[src/rtl/omniutil_pkg.sv]
// Shared opcodes, framing bytes and FSM states for the OmniUtil command front-end.
package omniutil_pkg;

  localparam logic [7:0] OPC_CREDIT   = 8'h01;
  localparam logic [7:0] OPC_DEBIT    = 8'h02;
  localparam logic [7:0] OPC_READ     = 8'hFF;
  localparam logic [7:0] SYNC_DEFAULT = 8'hA5;
  localparam logic [7:0] ACK_BYTE     = 8'h06;
  localparam logic [7:0] NAK_BYTE     = 8'h15;

  typedef enum logic [3:0] {
    ST_HUNT,
    ST_OPC,
    ST_AMT2,
    ST_AMT1,
    ST_AMT0,
    ST_CSUM,
    ST_ISSUE,
    ST_WAIT,
    ST_TX
  } state_t;

  function automatic logic opc_known(input logic [7:0] opc);
    return (opc == OPC_CREDIT) || (opc == OPC_DEBIT) || (opc == OPC_READ);
  endfunction

endpackage

[src/rtl/omniutil_tx_serializer.sv]
// Byte serializer: loads up to five bytes (MSB byte first) and emits them
// on a valid/ready link, holding each byte for as long as the sink stalls.
module omniutil_tx_serializer (
  input  logic        clk,
  input  logic        rst,
  input  logic        load,
  input  logic [39:0] load_bytes,
  input  logic [2:0]  load_count,
  input  logic        tx_ready,
  output logic [7:0]  tx_data,
  output logic        tx_valid,
  output logic        done
);

  logic [31:0] pend_q;
  logic [2:0]  left_q;

  // done marks the cycle whose edge hands off the final byte
  assign done = tx_valid && tx_ready && (left_q == 3'd0);

  always_ff @(posedge clk or posedge rst) begin
    if (rst) begin
      pend_q   <= '0;
      left_q   <= '0;
      tx_data  <= '0;
      tx_valid <= 1'b0;
    end else if (load) begin
      tx_data  <= load_bytes[39:32];
      pend_q   <= load_bytes[31:0];
      left_q   <= load_count - 3'd1;
      tx_valid <= 1'b1;
    end else if (tx_valid && tx_ready) begin
      if (left_q == 3'd0) begin
        tx_valid <= 1'b0;
        tx_data  <= '0;
      end else begin
        tx_data <= pend_q[31:24];
        pend_q  <= {pend_q[23:0], 8'h00};
        left_q  <= left_q - 3'd1;
      end
    end
  end

endmodule

[src/rtl/omniutil_cmd_frontend.sv]
// Framed byte-stream command deframer for the merit-balance engine.
// Define OMNIUTIL_FRONTEND_ACK_EN to answer every frame with ACK/NAK on tx.
module omniutil_cmd_frontend
  import omniutil_pkg::*;
#(
  parameter logic [7:0] SYNC_BYTE      = SYNC_DEFAULT,
  parameter int         TIMEOUT_CYCLES = 1024,
  parameter int         RESP_LAT       = 1
) (
  input  logic        clk,
  input  logic        rst,
  input  logic [7:0]  rx_data,
  input  logic        rx_valid,
  output logic        rx_ready,
  output logic [31:0] cmd,
  input  logic [31:0] response,
  output logic [7:0]  tx_data,
  output logic        tx_valid,
  input  logic        tx_ready,
  output logic [15:0] err_count,
  output logic        busy
);

`ifdef OMNIUTIL_FRONTEND_ACK_EN
  localparam bit ACK_EN = 1'b1;
`else
  localparam bit ACK_EN = 1'b0;
`endif

  localparam int IDLE_W = $clog2(TIMEOUT_CYCLES + 1);
  localparam int WAIT_W = $clog2(RESP_LAT + 1);

  state_t              state_q, state_d;
  logic [7:0]          opc_q, a2_q, a1_q, a0_q;
  logic [7:0]          opc_d, a2_d, a1_d, a0_d;
  logic [IDLE_W-1:0]   idle_q, idle_d;
  logic [WAIT_W-1:0]   wait_q, wait_d;
  logic [31:0]         cmd_d;
  logic                err_inc, reject;
  logic                ser_load, ser_done;
  logic [39:0]         ser_bytes;
  logic [2:0]          ser_count;
  logic                rx_xfer, frame_good;

  assign rx_xfer    = rx_valid && rx_ready;
  assign frame_good = (rx_data == (opc_q ^ a2_q ^ a1_q ^ a0_q)) && opc_known(opc_q);

  // A bad frame and an inter-byte timeout are both funnelled through 'reject'
  always_comb begin
    state_d   = state_q;
    opc_d     = opc_q;
    a2_d      = a2_q;
    a1_d      = a1_q;
    a0_d      = a0_q;
    idle_d    = idle_q;
    wait_d    = wait_q;
    cmd_d     = '0;
    err_inc   = 1'b0;
    reject    = 1'b0;
    ser_load  = 1'b0;
    ser_bytes = '0;
    ser_count = '0;
    case (state_q)
      ST_HUNT: begin
        if (rx_xfer && (rx_data == SYNC_BYTE)) begin
          state_d = ST_OPC;
          idle_d  = '0;
        end
      end
      ST_OPC, ST_AMT2, ST_AMT1, ST_AMT0, ST_CSUM: begin
        if (rx_xfer) begin
          idle_d = '0;
          case (state_q)
            ST_OPC:  begin opc_d = rx_data; state_d = ST_AMT2; end
            ST_AMT2: begin a2_d  = rx_data; state_d = ST_AMT1; end
            ST_AMT1: begin a1_d  = rx_data; state_d = ST_AMT0; end
            ST_AMT0: begin a0_d  = rx_data; state_d = ST_CSUM; end
            default: begin
              if (frame_good) begin
                state_d = ST_ISSUE;
                cmd_d   = {opc_q, a2_q, a1_q, a0_q};
              end else begin
                reject = 1'b1;
              end
            end
          endcase
        end else if (idle_q == IDLE_W'(TIMEOUT_CYCLES - 1)) begin
          reject = 1'b1;
        end else begin
          idle_d = idle_q + IDLE_W'(1);
        end
      end
      ST_ISSUE: begin
        if (opc_q == OPC_READ) begin
          state_d = ST_WAIT;
          wait_d  = '0;
        end else if (ACK_EN) begin
          state_d   = ST_TX;
          ser_load  = 1'b1;
          ser_bytes = {ACK_BYTE, 32'h0};
          ser_count = 3'd1;
        end else begin
          state_d = ST_HUNT;
        end
      end
      ST_WAIT: begin
        if (wait_q == WAIT_W'(RESP_LAT - 1)) begin
          state_d   = ST_TX;
          ser_load  = 1'b1;
          ser_bytes = ACK_EN ? {ACK_BYTE, response} : {response, 8'h00};
          ser_count = ACK_EN ? 3'd5 : 3'd4;
        end else begin
          wait_d = wait_q + WAIT_W'(1);
        end
      end
      ST_TX: begin
        if (ser_done) state_d = ST_HUNT;
      end
      default: state_d = ST_HUNT;
    endcase

    if (reject) begin
      err_inc = 1'b1;
      if (ACK_EN) begin
        state_d   = ST_TX;
        ser_load  = 1'b1;
        ser_bytes = {NAK_BYTE, 32'h0};
        ser_count = 3'd1;
      end else begin
        state_d = ST_HUNT;
      end
    end
  end

  // rx_ready and busy are registered from the next state so they line up with it
  always_ff @(posedge clk or posedge rst) begin
    if (rst) begin
      state_q   <= ST_HUNT;
      opc_q     <= '0;
      a2_q      <= '0;
      a1_q      <= '0;
      a0_q      <= '0;
      idle_q    <= '0;
      wait_q    <= '0;
      cmd       <= '0;
      rx_ready  <= 1'b1;
      busy      <= 1'b0;
      err_count <= '0;
    end else begin
      state_q  <= state_d;
      opc_q    <= opc_d;
      a2_q     <= a2_d;
      a1_q     <= a1_d;
      a0_q     <= a0_d;
      idle_q   <= idle_d;
      wait_q   <= wait_d;
      cmd      <= cmd_d;
      rx_ready <= !(state_d inside {ST_ISSUE, ST_WAIT, ST_TX});
      busy     <= (state_d != ST_HUNT);
      if (err_inc && (err_count != 16'hFFFF)) err_count <= err_count + 16'd1;
    end
  end

  omniutil_tx_serializer u_tx (
    .clk        (clk),
    .rst        (rst),
    .load       (ser_load),
    .load_bytes (ser_bytes),
    .load_count (ser_count),
    .tx_ready   (tx_ready),
    .tx_data    (tx_data),
    .tx_valid   (tx_valid),
    .done       (ser_done)
  );

endmodule

[config.mk]
export PLATFORM = sky130hd
export DESIGN_NAME = omniutil_cmd_frontend
export DESIGN_NICKNAME = d
export VERILOG_FILES = /design/src/rtl/omniutil_pkg.sv /design/src/rtl/omniutil_tx_serializer.sv /design/src/rtl/omniutil_cmd_frontend.sv
export SDC_FILE = /design/constraint.sdc
export NUM_CORES = 1
export LEC_CHECK = 0
export CAP_MARGIN = 20
export CORE_MARGIN = 2
export CORE_UTILIZATION = 25
export CTS_BUF_LIST = sky130_fd_sc_hd__clkbuf_2 sky130_fd_sc_hd__clkbuf_4 sky130_fd_sc_hd__clkbuf_8
export DETAILED_ROUTE_END_ITERATION = 8
export SLEW_MARGIN = 25
export SYNTH_ARGS = -nofsm -noshare
export SYNTH_HDL_FRONTEND = slang
export SYNTH_SLANG_ARGS = --single-unit
[constraint.sdc]
create_clock -name clk -period 10.35 [get_ports clk]
set_input_delay 2.5875 -clock clk [delete_from_list [all_inputs] [get_ports clk]]
set_output_delay 2.5875 -clock clk [all_outputs]
set_load 0.05 [all_outputs]
==> impl_metrics.yaml, run 1 <==
sta:
  finalCritPeriodShare_pct: 47.6
  fin_tns_setup_ns: 0
  rsz0062_at_grt: "false"
  relSlewSlack_pct: 41.5
  setup_viol: 0
  hold_viol: 0
  max_freq_mhz: 203
  fin_crit_ns: 4.92
  maxSlewViolCount: 0
  worst_pin_slew_ns: 0.877
  clock-skew-final_ns: 0.0135
clock_network:
  clockRootBuffer: "clkbuf_8"
  post_cts_resized: 0
  cts_setup_buffers: 0
  cts_sinks: 133
  hold_buffers: 0
  clock_latency_ns: 0.46
  clkTransAtPathRegs_ns: 0.09
  cts-buffers-inserted: 17
  cts-htree-levels: 4
  cts_tree: "yes"
  cts_max_path_buffers: 2
setup_path:
  cp-start-kind: "primary input"
  rrSetupSlack_ns: 7.68
  critPathCapture: "err_count[1]"
  reg2reg_depth: 7
  cp_slowest_cell: "clkdlybuf4s50_1"
  cp-startpoint: "rx_data[6]"
  path_class: "in -> reg"
  worst_path_largest_cell_delay_ns: 0.60
  r2r_end: "err_count[1]"
  critPathRequiredTime_ns: 10.70
  arrival_ns: 5.27
  path_cells: "clkdlybuf4s50_1, xnor3_1, xnor2_1, nor4_2, o2111ai_1, a21oi_4, nor2_1, mux2_2"
  r2r_start: "a0_q[5]"
  crit_path_max_fanout: 18
  setup.worst_path.end_class: "flop"
layout:
  final_util_pct: 33.3
  final_cell_mix: "132 x dfrtp_1, 102 x clkdlybuf4s50_1, 72 x nand2_1"
  layout-drive-gt1-share_pct: 12.4
  final_common_cell: "dfrtp_1"
  layout.nets: 689
  fillers: 2362
  syn2layout_area_growth_pct: 30.5
min_path:
  hold_path.class: "reg -> reg"
synthesis:
  syn_inst: 540
  syn_area_per_cell_sq_um: 11.1
  yosysTopAreaCellShare_pct: 55.1
  syn-num-nets: 587
  synth.ff_latch_count: 133
  synth-adder-area-share_pct: 0.626
  synth_compound_gate_area_share_pct: 6.85
  ys_seq_area_share_pct: 55.6
  async_flop_share_pct: 100
  synth_top_family_by_area: "simple AND/OR/NAND/NOR gates"
  synth_cell_types: 48
  synthSimpleGateAreaFrac_pct: 18.1
  syn_area_sq_um: 5990
  ys_top_cells_by_area: "dfrtp_1 55%, mux2_2 6.4%, nand2_1 4.5%, and2_1 4.1%, xor2_1 3.4%"
  synth-xor-area-share_pct: 7.60
  synthFlopType: "dfrtp_1"
  muxShareOfSynthArea_pct: 9.23
  yosysTopAreaCell: "dfrtp_1"
  yosys_warnings: 0
  synth-edff-count: 0
placement:
  port_buffers: 102
  place.gp.congestion: 0.768
  post-dp-hpwl_um: 9270
routing:
  dr_total_vias: 4195
  wl_per_cell_um: 14.0
  drtIter0Drc: 239
  remaining_drc_errors: 0
  via_per_inst: 4.30
  antenna_left: 0
  wl_um: 13600
  drt_pass1_iterations: 4
pwr:
  powerDensity_nw_per_um2: 148
  max-vdd-ir-drop_mv: 0.0678
  power.leakage_nw: 3.73
die:
  coreArea_sq_um: 23500
  row_count: 56
  dieArea_sq_um: 25200
  pin_count: 103
  die_w_um: 159
  die-height_um: 159
  start_util_pct: 25.5
global_routing:
  overflow: 0
  grt_max_degree: 69
  grt_pass1_vias: 4240
  antenna_found_initial: 1
  grt_usage_pct: 11.2
  grt_pass1_wl_um: 22300
run_status:
  status: "finished, final reports clean"
flow_run:
  cap_violations: 0
[flip-flops by register name, summed over array words and instances (netlist names)]
name	cells
u_tx.left_q	3
u_tx.tx_data	8
a1_q	8
u_tx.pend_q	24
state_q	4
busy	1
idle_q	11
err_count	16
opc_q	8
rx_ready	1
a2_q	8
u_tx.tx_valid	1
cmd	32
a0_q	8
[kinds of logic (layout without fill, tap and decap cells)]
logic type      after synthesis  in the layout
other cells                   0              1
xor+xnor                     41             41
flops                       133            133
fa+ha+maj                     3              3
buf+inv                      29            144
simple gates                212            212
compound gates               71             71
mux                          51             51
[worst min-delay path by stage]
stage                 start  slack [ns]      endpoint  depth (start not counted)
2_1_floorplan     idle_q[3]        0.44     idle_q[3]                          1
4_1_cts        err_count[8]        0.50  err_count[8]                          1
6_report          idle_q[3]        0.50     idle_q[3]                          1
3_5_place_dp   err_count[8]        0.48  err_count[8]                          1
3_3_place_gp      idle_q[3]        0.48     idle_q[3]                          1
5_1_grt        err_count[4]        0.52  err_count[4]                          1
[area by class of cell]
| class | count | area (sq um) | area share (%) |
|---|---|---|---|
| inverter | 6 | 27.5 | 0.352 |
| antenna | 1 | 2.50 | 0.0320 |
| tap | 319 | 399 | 5.10 |
| clock inverter | 14 | 211 | 2.70 |
| clock buffer | 18 | 248 | 3.17 |
| timing repair buffer | 106 | 1050 | 13.4 |
| sequential | 133 | 3330 | 42.6 |
| multi-input combinational | 378 | 2550 | 32.6 |
[critical path, delay by kind of cell]
kind / cells / cell delay [ns]
compound gates: 2 / 0.76
xor+xnor: 2 / 0.52
buf+inv: 1 / 0.60
mux: 1 / 0.29
simple gates: 2 / 0.51
[metal layers]
| metal | track usage (%) | vias to the layer above | share of wire (%) |
|---|---|---|---|
| met4 | 3.75 | 0 | 1.3 |
| met2 | 17.4 | 76 | 46 |
| met1 | 14.4 | 2041 | 47 |
| li1 | - | 2063 | - |
| met3 | 4.00 | 15 | 5.3 |
| met5 | 0 | - | 0 |
[Yosys cell counts, types with 11 or more instances]
cell      instances
xor2_1           23
nand2_1          72
clkbuf_1         18
nand3_1          20
and2_1           39
xnor2_1          11
mux2_2           34
mux2i_1          17
and3_1           15
nor2_1           26
a21oi_1          14
o21ai_0          39
dfrtp_1         132
[through the flow]
step                      setup WS [ns]  instances  area, sq um  power [mW]  hold slack (ns)
final                              5.43        975         7820        1.15            0.495
after global routing               5.28        974         7820        1.21            0.523
after CTS                          5.45        974         7810        1.18            0.502
after detailed placement           4.94        942         7350       0.664            0.483
after global placement             5.02        942         7350       0.663            0.477
after floorplan                    4.21        540         5990       0.616            0.444
[power by group]
group / switching (mW) / leakage, nW / internal (mW)
clock: 0.226 / 0.229 / 0.277
combinational: 0.0642 / 1.66 / 0.0407
sequential: 0.0138 / 1.84 / 0.533
(Power assumes the default switching activity.)
==> run 2: changes to the inputs <==
==> constraint.sdc (replaced) <==
create_clock -name clk -period 4.1 [get_ports clk]
set_input_delay 1.025 -clock clk [delete_from_list [all_inputs] [get_ports clk]]
set_output_delay 1.025 -clock clk [all_outputs]
set_load 0.05 [all_outputs]
==> run 2 against run 1 <==
Against the previous run: clock power grew to 2.5 times the previous value; critical path depth is 1 higher; clock skew is 0.0053 ns higher; utilization is 0.33 points higher; wire length is 0.69% higher; die area stayed put; critical path type unchanged; largest cell class unchanged; highest routed layer unchanged.
==> impl_metrics.yaml, run 2 (synthesis gave the netlist of run 1 again) <==
clock_network:
  clockRootBuffer: "clkbuf_8"
  cts_max_path_buffers: 2
  clkTransAtPathRegs_ns: 0.07
  post_cts_resized: 0
  cts_setup_buffers: 0
  cts_sinks: 133
  clock_latency_ns: 0.46
  cts_tree: "yes"
  hold_buffers: 0
  cts-htree-levels: 4
  cts-buffers-inserted: 17
routing:
  drt_pass1_iterations: 4
  wl_per_cell_um: 14.0
  drtIter0Drc: 260
  via_per_inst: 4.33
  dr_total_vias: 4242
  wl_um: 13700
  antenna_left: 0
  remaining_drc_errors: 0
setup_path:
  cp_slowest_cell: "clkdlybuf4s50_1"
  critPathRequiredTime_ns: 4.46
  path_class: "in -> reg"
  rrSetupSlack_ns: 1.53
  path_cells: "clkdlybuf4s50_1, xnor3_1, xnor2_1, nor4_2, o2111ai_1, a21oi_4, buf_4, nand3b_1, xnor2_1"
  arrival_ns: 3.58
  cp-start-kind: "primary input"
  setup.worst_path.end_class: "flop"
  cpMostUsedCell: "xnor2_1"
  worst_path_largest_cell_delay_ns: 0.59
  crit_path_max_fanout: 13
flow_run:
  cap_violations: 0
global_routing:
  grt_pass1_wl_um: 22600
  top_usage_layer: "met2"
  gr-usage-met2_pct: 17.0
  grt_pass1_vias: 4264
  grt_max_degree: 59
  overflow: 0
  grtUsageMet3_pct: 3.58
  antenna_found_initial: 0
  grt_usage_pct: 11.3
  met1_usage_pct: 15.1
sta:
  fin_crit_ns: 3.22
  max_freq_mhz: 310
  fin_tns_setup_ns: 0
  setup_viol: 0
  maxSlewViolCount: 0
  relSlewSlack_pct: 46.6
  finalCritPeriodShare_pct: 78.6
  hold_viol: 0
  rsz0062_at_grt: "false"
  worst_pin_slew_ns: 0.799
  clock-skew-final_ns: 0.0188
pwr:
  finalPower_mw: 2.92
  p_int_mw: 2.18
  powerDensity_nw_per_um2: 369
  power_switching_share_pct: 25.1
  netSwitchingPower_mw: 0.732
  power_frac_comb_pct: 9.2
  max-vdd-ir-drop_mv: 0.176
  power.leakage_nw: 3.77
  clock_power_share_pct: 43.5
  p_seq_share_pct: 47.3
layout:
  reg_top3: "cmd (32), u_tx.pend_q (24), err_count (16)"
  fillers: 2397
  layout-drive-gt1-share_pct: 13.0
  final_cell_mix: "132 x dfrtp_1, 102 x clkdlybuf4s50_1, 72 x nand2_1"
  regMostFlops: "cmd"
  largest_register_ffs: 32
  num_antenna_cells: 0
  layout.nets: 696
  final_common_cell: "dfrtp_1"
  syn2layout_area_growth_pct: 31.8
die:
  start_util_pct: 25.5
  dieArea_sq_um: 25200
  row_count: 56
  coreArea_sq_um: 23500
  pin_count: 103
  die_w_um: 159
  die-height_um: 159
placement:
  port_buffers: 102
  place.gp.congestion: 0.792
  post-dp-hpwl_um: 9390
run_status:
  status: "finished, final reports clean"
min_path:
  hold_path.class: "reg -> reg"
[run 2: cell count changes in the layout (fill, tap and decap cells not counted), sizes merged]
cell,change
clkinvlp,+1
clkbuf,+3
inv,-6
clkinv,+1
diode,-1
buf,+7
[run 2: power by group through the flow]
stage | logic, mW | registers [mW] | clock network (mW)
after floorplan | 0.126 | 1.43 | 0
after global placement | 0.274 | 1.40 | 0
after detailed placement | 0.273 | 1.41 | 0
after CTS | 0.275 | 1.38 | 1.31
after global routing | 0.300 | 1.39 | 1.36
final | 0.269 | 1.38 | 1.27
[run 2: worst max-delay path: cells and delay by family]
family | cells | cell delay (ns)
XOR/XNOR | 3 | 0.64
AND/OR/NAND/NOR | 2 | 0.46
AO/OA/AOI/OAI | 2 | 0.66
buffers and inverters | 2 | 0.79
[run 2: worst paths after layout]
| check | end | startpoint | depth (start not counted) |
|---|---|---|---|
| max in group asynchronous | cmd[16] | rst | 3 |
| worst min-delay path | idle_q[3] | idle_q[3] | 1 |
| worst max-delay path | err_count[13] | rx_data[6] | 9 |
| worst min register to register | idle_q[3] | idle_q[3] | 1 |
| min in group asynchronous | cmd[30] | rst | 2 |
| worst max register to register | err_count[13] | opc_q[6] | 8 |
[run 2: cell type report]
type	count	area (sq um)	share of cell area, %
flip-flops and latches	133	3330	42.2
repair buffers	113	1140	14.5
clock inverters	10	168	2.12
clock buffers	21	289	3.66
inverters	6	26.3	0.333
multi-input cells	378	2540	32.2
well taps	319	399	5.05
[run 2: metrics by stage]
stage | setup slack, ns | instances | hold slack (ns) | area, sq um | util (%)
5_1_grt | 0.705 | 980 | 0.507 | 7900 | 33.6
2_1_floorplan | 1.31 | 540 | 0.444 | 6000 | -
3_3_place_gp | 0.444 | 949 | 0.470 | 7440 | 31.7
3_5_place_dp | 0.407 | 949 | 0.475 | 7440 | 31.7
6_report | 0.876 | 980 | 0.489 | 7900 | 33.6
4_1_cts | 0.898 | 980 | 0.484 | 7900 | 33.6
[run 2: metal layers]
layer  routed length (um)  share of wire, %  vias up
met1                 6570                48     2051
met3                  729               5.3       14
met2                 6230                45      103
met4                  201               1.5        0
met5                    0                 0        -
li1                     -                 -     2074
